`src/rtl/alu_pkg.sv`:
```
// Shared ALU definitions: function codes (also used by the ALU control decoder)
// and the execute-unit FSM state type.
package alu_pkg;

    localparam logic [3:0] ALU_AND = 4'b0000;
    localparam logic [3:0] ALU_OR  = 4'b0001;
    localparam logic [3:0] ALU_ADD = 4'b0010;
    localparam logic [3:0] ALU_SLL = 4'b0011;
    localparam logic [3:0] ALU_SRL = 4'b0100;
    localparam logic [3:0] ALU_SRA = 4'b0101;
    localparam logic [3:0] ALU_SUB = 4'b0110;
    localparam logic [3:0] ALU_SLT = 4'b0111;

    typedef enum logic [1:0] {
        ST_IDLE  = 2'd0,
        ST_SHIFT = 2'd1,
        ST_DONE  = 2'd2
    } alu_state_e;

    function automatic logic is_shift(input logic [3:0] fn);
        return (fn == ALU_SLL) || (fn == ALU_SRL) || (fn == ALU_SRA);
    endfunction

endpackage

```
`src/rtl/alu_exec_unit_if.sv`:
```
// Request/response handshake bundle between the issue stage, the execute ALU
// and the writeback/branch consumer.
interface alu_exec_unit_if #(
    parameter int XLEN = 32
);
    logic            in_valid;
    logic            in_ready;
    logic [3:0]      alu_function;
    logic [XLEN-1:0] op_a;
    logic [XLEN-1:0] op_b;
    logic            out_valid;
    logic            out_ready;
    logic [XLEN-1:0] result;
    logic            zero;
    logic            illegal;

    modport master (
        output in_valid, alu_function, op_a, op_b, out_ready,
        input  in_ready, out_valid, result, zero, illegal
    );

    modport slave (
        input  in_valid, alu_function, op_a, op_b, out_ready,
        output in_ready, out_valid, result, zero, illegal
    );
endinterface

```
`src/rtl/alu_shift_serial.sv`:
```
// Iterative one-bit-per-cycle shifter: working register plus down-counter.
// data_nxt is the value the register takes at the next edge while busy.
module alu_shift_serial #(
    parameter int XLEN = 32,
    localparam int SHW = $clog2(XLEN)
) (
    input  logic            clk,
    input  logic            rst_n,
    input  logic            load,
    input  logic            left,
    input  logic            arith,
    input  logic [XLEN-1:0] data_in,
    input  logic [SHW-1:0]  shamt,
    output logic            busy,
    output logic            done,
    output logic [XLEN-1:0] data_nxt
);
    logic [XLEN-1:0] data_q, data_d;
    logic [SHW-1:0]  cnt_q, cnt_d;
    logic            left_q, left_d;
    logic            arith_q, arith_d;

    assign busy = (cnt_q != {SHW{1'b0}});
    // The cycle holding count 1 performs the final shift.
    assign done = (cnt_q == SHW'(1));

    // One-bit shift of the working register in the latched direction.
    always_comb begin
        if (left_q) begin
            data_nxt = {data_q[XLEN-2:0], 1'b0};
        end else begin
            data_nxt = {arith_q & data_q[XLEN-1], data_q[XLEN-1:1]};
        end
    end

    // Load / step control for register and counter.
    always_comb begin
        data_d  = data_q;
        cnt_d   = cnt_q;
        left_d  = left_q;
        arith_d = arith_q;
        if (load) begin
            data_d  = data_in;
            cnt_d   = shamt;
            left_d  = left;
            arith_d = arith;
        end else if (busy) begin
            data_d = data_nxt;
            cnt_d  = cnt_q - SHW'(1);
        end else begin
            cnt_d = {SHW{1'b0}};
        end
    end

    // Shifter state registers.
    always_ff @(posedge clk or negedge rst_n) begin
        if (!rst_n) begin
            data_q  <= {XLEN{1'b0}};
            cnt_q   <= {SHW{1'b0}};
            left_q  <= 1'b0;
            arith_q <= 1'b0;
        end else begin
            data_q  <= data_d;
            cnt_q   <= cnt_d;
            left_q  <= left_d;
            arith_q <= arith_d;
        end
    end

endmodule

```
`src/rtl/alu_exec_unit.sv`:
```
// Execute-stage ALU: single-cycle logic/arithmetic ops, serial shifts, and a
// held result on a valid/ready output handshake.
module alu_exec_unit
    import alu_pkg::*;
#(
    parameter int XLEN = 32
) (
    input  logic              clk,
    input  logic              rst_n,
    alu_exec_unit_if.slave    bus
);
    localparam int SHW = $clog2(XLEN);

    alu_state_e      state_q, state_d;
    logic [XLEN-1:0] result_q, result_d;
    logic            zero_q, zero_d;
    logic            illegal_q, illegal_d;
    logic [XLEN-1:0] alu_res_s;
    logic            alu_illegal_s;
    logic [SHW-1:0]  shamt_s;
    logic            sh_load_s;
    logic            sh_busy_s;
    logic            sh_done_s;
    logic [XLEN-1:0] sh_nxt_s;

    assign shamt_s = bus.op_b[SHW-1:0];

    alu_shift_serial #(.XLEN(XLEN)) u_shift (
        .clk      (clk),
        .rst_n    (rst_n),
        .load     (sh_load_s),
        .left     (bus.alu_function == ALU_SLL),
        .arith    (bus.alu_function == ALU_SRA),
        .data_in  (bus.op_a),
        .shamt    (shamt_s),
        .busy     (sh_busy_s),
        .done     (sh_done_s),
        .data_nxt (sh_nxt_s)
    );

    // Single-cycle datapath for the non-shift codes.
    always_comb begin
        alu_res_s     = {XLEN{1'b0}};
        alu_illegal_s = 1'b0;
        case (bus.alu_function)
            ALU_AND: alu_res_s = bus.op_a & bus.op_b;
            ALU_OR:  alu_res_s = bus.op_a | bus.op_b;
            ALU_ADD: alu_res_s = bus.op_a + bus.op_b;
            ALU_SUB: alu_res_s = bus.op_a - bus.op_b;
            ALU_SLT: alu_res_s = {{(XLEN-1){1'b0}}, ($signed(bus.op_a) < $signed(bus.op_b))};
            ALU_SLL, ALU_SRL, ALU_SRA: alu_res_s = {XLEN{1'b0}};
            default: alu_illegal_s = 1'b1;
        endcase
    end

    // FSM next-state and result capture.
    always_comb begin
        state_d   = state_q;
        result_d  = result_q;
        zero_d    = zero_q;
        illegal_d = illegal_q;
        sh_load_s = 1'b0;
        case (state_q)
            ST_IDLE: begin
                if (!bus.in_valid) begin
                    state_d = ST_IDLE;
                end else if (is_shift(bus.alu_function)) begin
                    illegal_d = 1'b0;
                    if (shamt_s == {SHW{1'b0}}) begin
                        result_d = bus.op_a;
                        zero_d   = (bus.op_a == {XLEN{1'b0}});
                        state_d  = ST_DONE;
                    end else begin
                        sh_load_s = 1'b1;
                        state_d   = ST_SHIFT;
                    end
                end else begin
                    result_d  = alu_res_s;
                    zero_d    = (alu_res_s == {XLEN{1'b0}});
                    illegal_d = alu_illegal_s;
                    state_d   = ST_DONE;
                end
            end
            ST_SHIFT: begin
                if (sh_done_s) begin
                    result_d = sh_nxt_s;
                    zero_d   = (sh_nxt_s == {XLEN{1'b0}});
                    state_d  = ST_DONE;
                end else if (!sh_busy_s) begin
                    // Counter emptied without a final step: abandon rather than stall.
                    state_d = ST_IDLE;
                end else begin
                    state_d = ST_SHIFT;
                end
            end
            ST_DONE: begin
                if (bus.out_ready) begin
                    state_d = ST_IDLE;
                end else begin
                    state_d = ST_DONE;
                end
            end
            default: state_d = ST_IDLE;
        endcase
    end

    // State and output registers.
    always_ff @(posedge clk or negedge rst_n) begin
        if (!rst_n) begin
            state_q   <= ST_IDLE;
            result_q  <= {XLEN{1'b0}};
            zero_q    <= 1'b0;
            illegal_q <= 1'b0;
        end else begin
            state_q   <= state_d;
            result_q  <= result_d;
            zero_q    <= zero_d;
            illegal_q <= illegal_d;
        end
    end

    assign bus.in_ready  = (state_q == ST_IDLE);
    assign bus.out_valid = (state_q == ST_DONE);
    assign bus.result    = result_q;
    assign bus.zero      = zero_q;
    assign bus.illegal   = illegal_q;

endmodule
```
`src/flat_wrapper.sv`:
```
// flat-port wrapper written by rule: the top's interface ports become plain ports
module alu_exec_unit_flat import alu_pkg::*;
#(
    parameter int XLEN = 32
)
  (clk, rst_n, bus_in_valid, bus_alu_function, bus_op_a, bus_op_b, bus_out_ready, bus_in_ready, bus_out_valid, bus_result, bus_zero, bus_illegal);
  alu_exec_unit_if #(.XLEN(XLEN)) bus_i ();
  input  logic clk;
  input  logic rst_n;
  input wire logic [$bits(bus_i.in_valid)-1:0] bus_in_valid;
  input wire logic [$bits(bus_i.alu_function)-1:0] bus_alu_function;
  input wire logic [$bits(bus_i.op_a)-1:0] bus_op_a;
  input wire logic [$bits(bus_i.op_b)-1:0] bus_op_b;
  input wire logic [$bits(bus_i.out_ready)-1:0] bus_out_ready;
  output wire logic [$bits(bus_i.in_ready)-1:0] bus_in_ready;
  output wire logic [$bits(bus_i.out_valid)-1:0] bus_out_valid;
  output wire logic [$bits(bus_i.result)-1:0] bus_result;
  output wire logic [$bits(bus_i.zero)-1:0] bus_zero;
  output wire logic [$bits(bus_i.illegal)-1:0] bus_illegal;
  assign bus_i.in_valid = bus_in_valid;
  assign bus_i.alu_function = bus_alu_function;
  assign bus_i.op_a = bus_op_a;
  assign bus_i.op_b = bus_op_b;
  assign bus_i.out_ready = bus_out_ready;
  assign bus_in_ready = bus_i.in_ready;
  assign bus_out_valid = bus_i.out_valid;
  assign bus_result = bus_i.result;
  assign bus_zero = bus_i.zero;
  assign bus_illegal = bus_i.illegal;
  alu_exec_unit #(.XLEN(XLEN)) u_core (.clk(clk), .rst_n(rst_n), .bus(bus_i));
endmodule
```
`config.mk`:
```
export PLATFORM = sky130hd
export DESIGN_NAME = alu_exec_unit_flat
export DESIGN_NICKNAME = d
export VERILOG_FILES = /design/src/rtl/alu_pkg.sv /design/src/rtl/alu_exec_unit_if.sv /design/src/rtl/alu_shift_serial.sv /design/src/rtl/alu_exec_unit.sv /design/src/flat_wrapper.sv
export SDC_FILE = /design/constraint.sdc
export NUM_CORES = 1
export LEC_CHECK = 0
export CAP_MARGIN = 20
export CORE_UTILIZATION = 55
export DETAILED_ROUTE_END_ITERATION = 10
export GPL_TIMING_DRIVEN = 0
export HOLD_SLACK_MARGIN = 0.03
export PLACE_DENSITY = 0.83
export SLEW_MARGIN = 20
export SYNTH_ARGS = -nofsm -noshare
export SYNTH_HDL_FRONTEND = slang
export SYNTH_SLANG_ARGS = --single-unit
```
`constraint.sdc`:
```
create_clock -name clk -period 3.76 [get_ports clk]
set_input_delay 0.752 -clock clk [delete_from_list [all_inputs] [get_ports clk]]
set_output_delay 0.752 -clock clk [all_outputs]
set_load 0.01 [all_outputs]
```
==> metrics.md, run 1 <==
| Metric | Value |
|---|---|
| I/O pin count | `108` |
| Initial DRC Count | `1,691` |
| Most common cell after layout, fill and taps aside | `nand2_1` |
| Final wirelength | `43.8 mm` |
| FF+latch count, synth | `75` |
| Synth top area share | `0.188` |
| Part of the power in registers | `0.267` |
| Pre-CTS setup slack | `-1.56 ns` |
| Die Y | `137 um` |
| # hold bufs at CTS | `0` |
| Register area share after synthesis | `0.188` |
| Slew margin rel. | `0.367` |
| Crit Path Category | `in2reg` |
| Number of synthesized flops with an enable pin | `0` |
| Commonest non-fill, non-tap cells in the layout | `nand2_1, nor2_1, a21oi_1` |
| I/O Buffers | `106` |
| Final Core Density | `0.734` |
| DR vias | `12.2k` |
| DIE WIDTH | `roughly 140 um` |
| R2R Setup Slk | `0.21 ns` |
| Required @ worst endpoint | `4.02 ns` |
| DPL Wire Length | `about 33 mm` |
| Syn Area/Cell | `7.36 um2` |
| Initial antenna violation count | `0` |
| Post-route insts no fill | `around 1.7k` |
| Cts bufs inserted | `9` |
| Placer Congestion | `just over 1` |
| Synth top area cells | `dfrtp_1, ha_1, a21oi_1` |
| Final setup violation count | `2` |
| Failing checks | `negative setup slack` |
| PnR worst setup slack | `-0.118 ns` |
| Internal power | `approximately 3.1 mW` |
| Clock Power Share | `0.158` |
| Dominant cell type by area after synthesis | `dfrtp_1` |
| Pin count of the biggest net entering global routing | `53` |
| Cell Area, Synth | `around 10000 um2` |
| Hold Path Class | `in2async` |
| Die ar. | `18,600 um2` |
| Post-route DRC | `0` |
| N_diodes | `0` |
| H-Tree Depth | `3` |
| Layout Nets | `1,673` |
| Final Hold Fails | `0` |
| Vias in the first global route | `11.3k` |
| Primary FF master, synth | `dfrtp_1` |
| Complex-gate fraction of the synthesized area | `0.309` |
| Clock Latency Late Sink | `~0.34 ns` |
| Post-synthesis xor/xnor area fraction | `0.00616` |
| RSZ-0062 raised after global routing | `yes` |
| Slew Limit Fails | `0` |
| Largest family of logic cells by synthesized area | `compound AO/OA/AOI/OAI gates` |
| DRT antenna net count | `0` |
| Synth Area in Simple Gates | `0.214` |
| Max Root-Sink Buffers | `2` |
| Initial DRT Pass Iterations | `8` |
| Max-cap viol count | `0` |
| TritonCTS clock tree | `yes` |
| Vias per cell | `7.04` |
| Leak Pwr | `5.46 nW` |
| Logic pwr share | `0.576` |
| Overflow left after global routing | `0` |
| All-Layer GR Usage | `0.466` |
| Clk sinks | `75` |
| First-pass GRT wire length | `64.9 mm` |
| Max Clock Skew | `roughly 0.0074 ns` |
| Critical Path AT | `4.13 ns` |
| Clock Pin Slew Worst Setup and Hold Paths | `~0.060 ns` |
| Minimum clock period | `between 3 and 4 ns` |
| CP Launch Type | `primary input` |
| P per Cell Area | `456 nW/um2` |
| Sw frac | `0.463` |
| Crit Path Max Fanout | `6` |
| P_sw | `around 2.7 mW` |
| Slew @ Worst Pin | `0.950 ns` |
| Routed len/inst | `25.3 um` |
| Layout area overhead | `28.8%` |
| Inst Count DP | `1,684` |
| Max VDD drop | `507 uV` |
| Worst setup EP type | `register` |
| Post-Synth Adder-Cell Area | `0.131` |
| Placement row count | `48` |
| FMAX | `258 MHz` |
| Post-Syn Nets | `between 1.5k and 2k` |
| Share of layout cells above drive strength 1 | `0.196` |
| Unique cell type count in the Yosys netlist | `92` |
| Status | `complete, but fails checks` |
| Mux cell area share after synthesis | `0.0598` |
| Post-synthesis cell count | `1,352` |
| Final period utilization | `1.03` |
| Warnings, synthesis | `0` |
| Asr flop ratio synth | `1.00` |
| Initial core utilization | `0.570` |
| Core box area | `roughly 17,000 um2` |
| CTS root buf | `clkbuf_16` |
-- state kept, by name, summed over array words and instances, names as in the netlist --
signal,count
u_core.u_shift.cnt_q,5
u_core.bus.zero,1
u_core.u_shift.arith_q,1
u_core.state_q,2
u_core.u_shift.left_q,1
u_core.bus.result,32
u_core.u_shift.data_q,32
u_core.bus.illegal,1
-- layout make-up --
| class | instances | area [um2] |
|---|---|---|
| Clock inverter | 3 | 43.8 |
| Sequential cell | 75 | 1880 |
| Inverter | 118 | 447 |
| Timing Repair Buffer | 139 | 1290 |
| Clock buffer | 13 | 270 |
| Buffer | 84 | 498 |
| Fill cell | 1347 | 4650 |
| Tap cell | 225 | 282 |
| Multi-Input combinational cell | 1071 | 8120 |
-- through the flow --
stage          setup TNS (ns)  power (mW)  cell area [um2]  hold slack, ns
4_1_cts              -0.00388        5.60            12400           0.325
5_1_grt                -0.392        6.12            12800           0.333
2_1_floorplan               0        3.26             9960           0.450
3_3_place_gp           -71.74        4.45            11300           0.460
6_report               -0.193        5.84            12800           0.318
3_5_place_dp           -26.34        4.53            11300           0.469
-- layer usage --
metal / GRT usage / wire length (um)
met1: 0.601 / 16400
met2: 0.704 / 18500
met4: 0.278 / 2940
met5: 0 / 0
met3: 0.110 / 5940
-- synthesized netlist by cell type, types with 4 or more instances --
master and n:
buf_1 8, nand2b_1 26, a211oi_1 30, a221oi_1 11, o21ai_0 108, a221o_1 7, o211ai_1 25, dfrtp_1 75
nand3_1 28, mux2i_1 55, o21a_1 11, xor2_1 5, nor3b_1 5, o2111ai_1 4, nor2_1 111, o21ai_1 7
nor2b_1 16, or4_1 6, a21o_1 19, a31oi_1 15, a21oi_1 128, nand2_1 121, clkbuf_1 59, o31ai_1 8
mux2_2 4, a22oi_1 7, nor4_1 21, nand4_1 19, a311oi_1 7, nand3b_1 4, clkbuf_8 8, buf_2 10
o2bb2ai_1 4, o21bai_1 5, and3_1 8, inv_1 117, nor3_1 28, o221ai_1 12, o22ai_1 14, ha_1 101
or3_1 7, and2_1 9
-- logic make-up (layout without fill, tap and decap cells) --
family	after synthesis	count (layout)
fa+ha+maj	103	103
mux	59	59
simple gates	429	429
buf+inv	206	357
compound gates	473	473
xor+xnor	7	7
flops	75	75
-- final timing paths --
kind,startpoint,end,depth (start not counted)
worst min register to register,u_core.bus.result[1]$_DFFE_PN0P_,u_core.bus.result[1]$_DFFE_PN0P_,1
min in group clk,u_core.bus.result[1]$_DFFE_PN0P_,u_core.bus.result[1]$_DFFE_PN0P_,1
worst max register to register,u_core.state_q[0]$_DFF_PN0_,u_core.bus.zero$_DFFE_PN0P_,10
worst min-delay path,rst_n,u_core.u_shift.data_q[29]$_DFFE_PN0P_,1
max in group asynchronous,rst_n,u_core.u_shift.arith_q$_DFFE_PN0P_,2
worst max-delay path,bus_op_a[3],u_core.bus.zero$_DFFE_PN0P_,13
-- power by group through the flow --
stage | Sequential (mW) | Clock (mW) | Combinational [mW]
6_report | 1.56 | 0.923 | 3.36
3_3_place_gp | 1.52 | 0 | 2.93
5_1_grt | 1.58 | 0.946 | 3.59
2_1_floorplan | 1.49 | 0 | 1.77
3_5_place_dp | 1.53 | 0 | 2.99
4_1_cts | 1.53 | 0.917 | 3.15
-- repair_timing --
item	4_1_cts	5_1_grt
setup endpoints to repair	27	17
gates resized for setup	219	130
buffers inserted	20	12
pin swaps	45	45
-- worst max-delay path: stages --
cell,delay [ns]
clkdlybuf4s15_2,0.42
inv_1,0.16
ha_4,0.34
o211ai_1,0.16
o211a_1,0.27
or4b_4,0.55
a211oi_4,0.38
nor3b_4,0.10
o21ai_2,0.15
o221ai_1,0.13
a22oi_2,0.29
nand4_1,0.19
o31ai_2,0.24
Power figures use the tool's default switching activity.
==> run 2: changes to the inputs <==
--- a/config.mk
+++ b/config.mk
@@ -6,6 +6,7 @@
 export NUM_CORES = 1
 export LEC_CHECK = 0
 export CAP_MARGIN = 20
+export CORE_ASPECT_RATIO = 0.5
 export CORE_UTILIZATION = 55
 export DETAILED_ROUTE_END_ITERATION = 10
 export GPL_TIMING_DRIVEN = 0
==> run 2 against run 1 <==
Compared with the run above:
- the run still ends with negative setup slack left
- clock-buffer cell count shrank 2
- flip-flop and latch count unchanged
- wire length up 4.8%
- largest power group unchanged
- highest routed layer unchanged
==> metrics.md, run 2 (synthesis gave the netlist of run 1 again) <==
| Metric | Value |
|---|---|
| Slew Limit Fails | `0 (unchanged)` |
| Leak Pwr | `5.51 nW (+0.96%)` |
| Required @ worst endpoint | `4.01 ns (about the same)` |
| Crit Path Category | `in2reg` |
| I/O Buffers | `106 (unchanged)` |
| H-Tree Depth | `3 (unchanged)` |
| Worst Setup SP | `bus_op_a[5]` |
| N_diodes | `0 (unchanged)` |
| DR vias | `12.4k (+1.6%)` |
| Post-route DRC | `0 (unchanged)` |
| Vias per cell | `7.07 (+0.42%)` |
| # hold bufs at CTS | `0 (unchanged)` |
| Final wirelength | `45.9 mm (+4.8%)` |
| TritonCTS clock tree | `yes` |
| Most common cell after layout, fill and taps aside | `nand2_1` |
| Failing checks | `negative setup slack` |
| Grt peak-use layer | `met2` |
| PnR worst setup slack | `-0.137 ns (-0.0186 ns)` |
| Most used cell, CP | `nand4_1` |
| Post-route design area | `13,100 um2 (+2.0%)` |
| Final Hold Fails | `0 (unchanged)` |
| Die ar. | `18,700 um2 (+0.17%)` |
| Core box area | `17,500 um2 (+0.29%)` |
| Pin count of the biggest net entering global routing | `43 (-19%)` |
| Initial antenna violation count | `0 (unchanged)` |
| Initial DRT Pass Iterations | `6 (-2)` |
| Clock Latency Late Sink | `0.34 ns (about the same)` |
| CP Launch Type | `primary input` |
| Worst setup EP type | `register` |
| Slew @ Worst Pin | `0.943 ns (-0.00749 ns)` |
| Clk sinks | `75 (unchanged)` |
| DRT antenna net count | `0 (unchanged)` |
| Placement row count | `34 (-29%)` |
| P per Cell Area | `462 nW/um2 (+1.4%)` |
| R2R Path Start | `u_core.u_shift.left_q$_DFFE_PN0P_` |
| FMAX | `257 MHz (-0.48%)` |
| Overflow left after global routing | `0 (unchanged)` |
| Slew margin rel. | `0.366 (-0.000799)` |
| I/O pin count | `108 (unchanged)` |
| All-Layer GR Usage | `0.474 (+0.00807)` |
| Die Y | `97.1 um (-29%)` |
| Max-cap viol count | `0 (unchanged)` |
| Critical Path AT | `4.14 ns (about the same)` |
| Routed len/inst | `26.2 um (+3.5%)` |
| Max VDD drop | `566 uV (+12%)` |
| Crit Path Max Fanout | `8 (+2)` |
| Worst path bufs/invs | `4 (+2)` |
| Final setup violation count | `4 (+2)` |
| DIE WIDTH | `192 um (+41%)` |
| Commonest non-fill, non-tap cells in the layout | `nand2_1, nor2_1, a21oi_1` |
| Final Core Density | `0.746 (+0.0126)` |
| Worst path cell trace | `clkdlybuf4s15_2 > inv_1 > ha_4 > clkinvlp_4 > a211oi_4 > buf_4 > a21oi_4 > nor3_4 > xor2_2 > a221oi_4 > nand4_1 > nor4_4 > nand4_1 > o31ai_2` |
| First-pass GRT wire length | `67.1 mm (+3.4%)` |
| Grt met2 use | `0.662 (-0.0420)` |
| Clock Pin Slew Worst Setup and Hold Paths | `0.06 ns (about the same)` |
| Slowest CP cell | `a221oi_4` |
| GR Util met1 | `0.647 (+0.0460)` |
| RSZ-0062 raised after global routing | `yes` |
| Vias in the first global route | `11.5k (+1.3%)` |
| Max Clock Skew | `0.00653 ns (-0.000890 ns)` |
| CP max stage delay | `0.41 ns (-0.14 ns)` |
| Max Root-Sink Buffers | `2 (unchanged)` |
| Placer Congestion | `1.10 (+7.8%)` |
| Cts bufs inserted | `9 (unchanged)` |
| CTS root buf | `clkbuf_16` |
| Status | `complete, but fails checks` |
| Hold Path Class | `in2async` |
| Initial core utilization | `0.568 (-0.00163)` |
| Grt met3 use | `0.183 (+0.0735)` |
| Share of layout cells above drive strength 1 | `0.208 (+0.0123)` |
| Minimum clock period | `3.90 ns (+0.0186 ns)` |
| DPL Wire Length | `34.1 mm (+4.4%)` |
| Cell area after placement | `11,300 um2 (about the same)` |
| Layout area overhead | `31.4%` |
| Initial DRC Count | `1,650 (-2.4%)` |
| CP delay by family, top | `compound AO/OA/AOI/OAI gates` |
| Final period utilization | `1.04 (+0.00494)` |
| Layout Nets | `1,686 (+0.78%)` |
run 2: cell types whose count changed in the layout (fill, tap and decap cells not counted), moves of 5 or more:
| cell | before | now |
|---|---|---|
| buf_2 | 16 | 11 |
| inv_1 | 99 | 94 |
| dlygate4sd2_1 | 10 | 4 |
| buf_4 | 37 | 47 |
run 2: where the power goes:
part / switching (mW) / total [mW] / internal (mW)
clock: 0.339 / 1.02 / 0.681
sequential: 0.374 / 1.56 / 1.18
combinational: 2.05 / 3.47 / 1.42
run 2: metrics by stage:
stage	setup WS [ns]	setup TNS (ns)	cells	hold WS, ns	power, mW
floorplan	0.0795	0	1352	0.450	3.26
global placement	-2.50	-67.80	1692	0.457	4.42
detailed placement	-1.61	-28.55	1693	0.465	4.51
CTS	-0.0973	-0.186	1727	0.380	5.72
global route	-0.127	-0.334	1749	0.394	6.29
finish	-0.137	-0.337	1749	0.373	6.05
run 2: what timing repair did:
item	CTS	global route
endpoints found under the setup margin	27	22
hold endpoints to repair	0	0
buffers inserted	22	23
pin swaps	52	57
resized for setup	250	153
run 2: area by class of cell:
type | instances | area, um2
Fill cell | 1320 | 4440
Inverter | 118 | 459
Multi-Input combinational cell | 1071 | 8170
Clock buffer | 11 | 253
Timing Repair Buffer | 152 | 1420
Tap cell | 234 | 293
Clock inverter | 4 | 97.6
Buffer | 84 | 512
Sequential cell | 75 | 1880
run 2: final timing paths:
path                                                         end  slack [ns]  cells after the start
setup / recovery                     u_core.bus.zero$_DFFE_PN0P_       -0.14                     14
hold / removal             u_core.u_shift.data_q[25]$_DFFE_PN0P_        0.37                      1
setup reg to reg                     u_core.bus.zero$_DFFE_PN0P_        0.12                     12
hold reg to reg                u_core.bus.result[29]$_DFFE_PN0P_        0.47                      1
max in group asynchronous       u_core.bus.result[5]$_DFFE_PN0P_        2.79                      2
min in group clk               u_core.bus.result[29]$_DFFE_PN0P_        0.47                      1
run 2: metal layers:
layer  wire length (um)  vias up  share of wire
met5                  0        -              0
met4               2080        0          0.045
met3               7680      205           0.17
met2              18200     1105           0.40
met1              17900     5820           0.39
li1                   -     5230              -
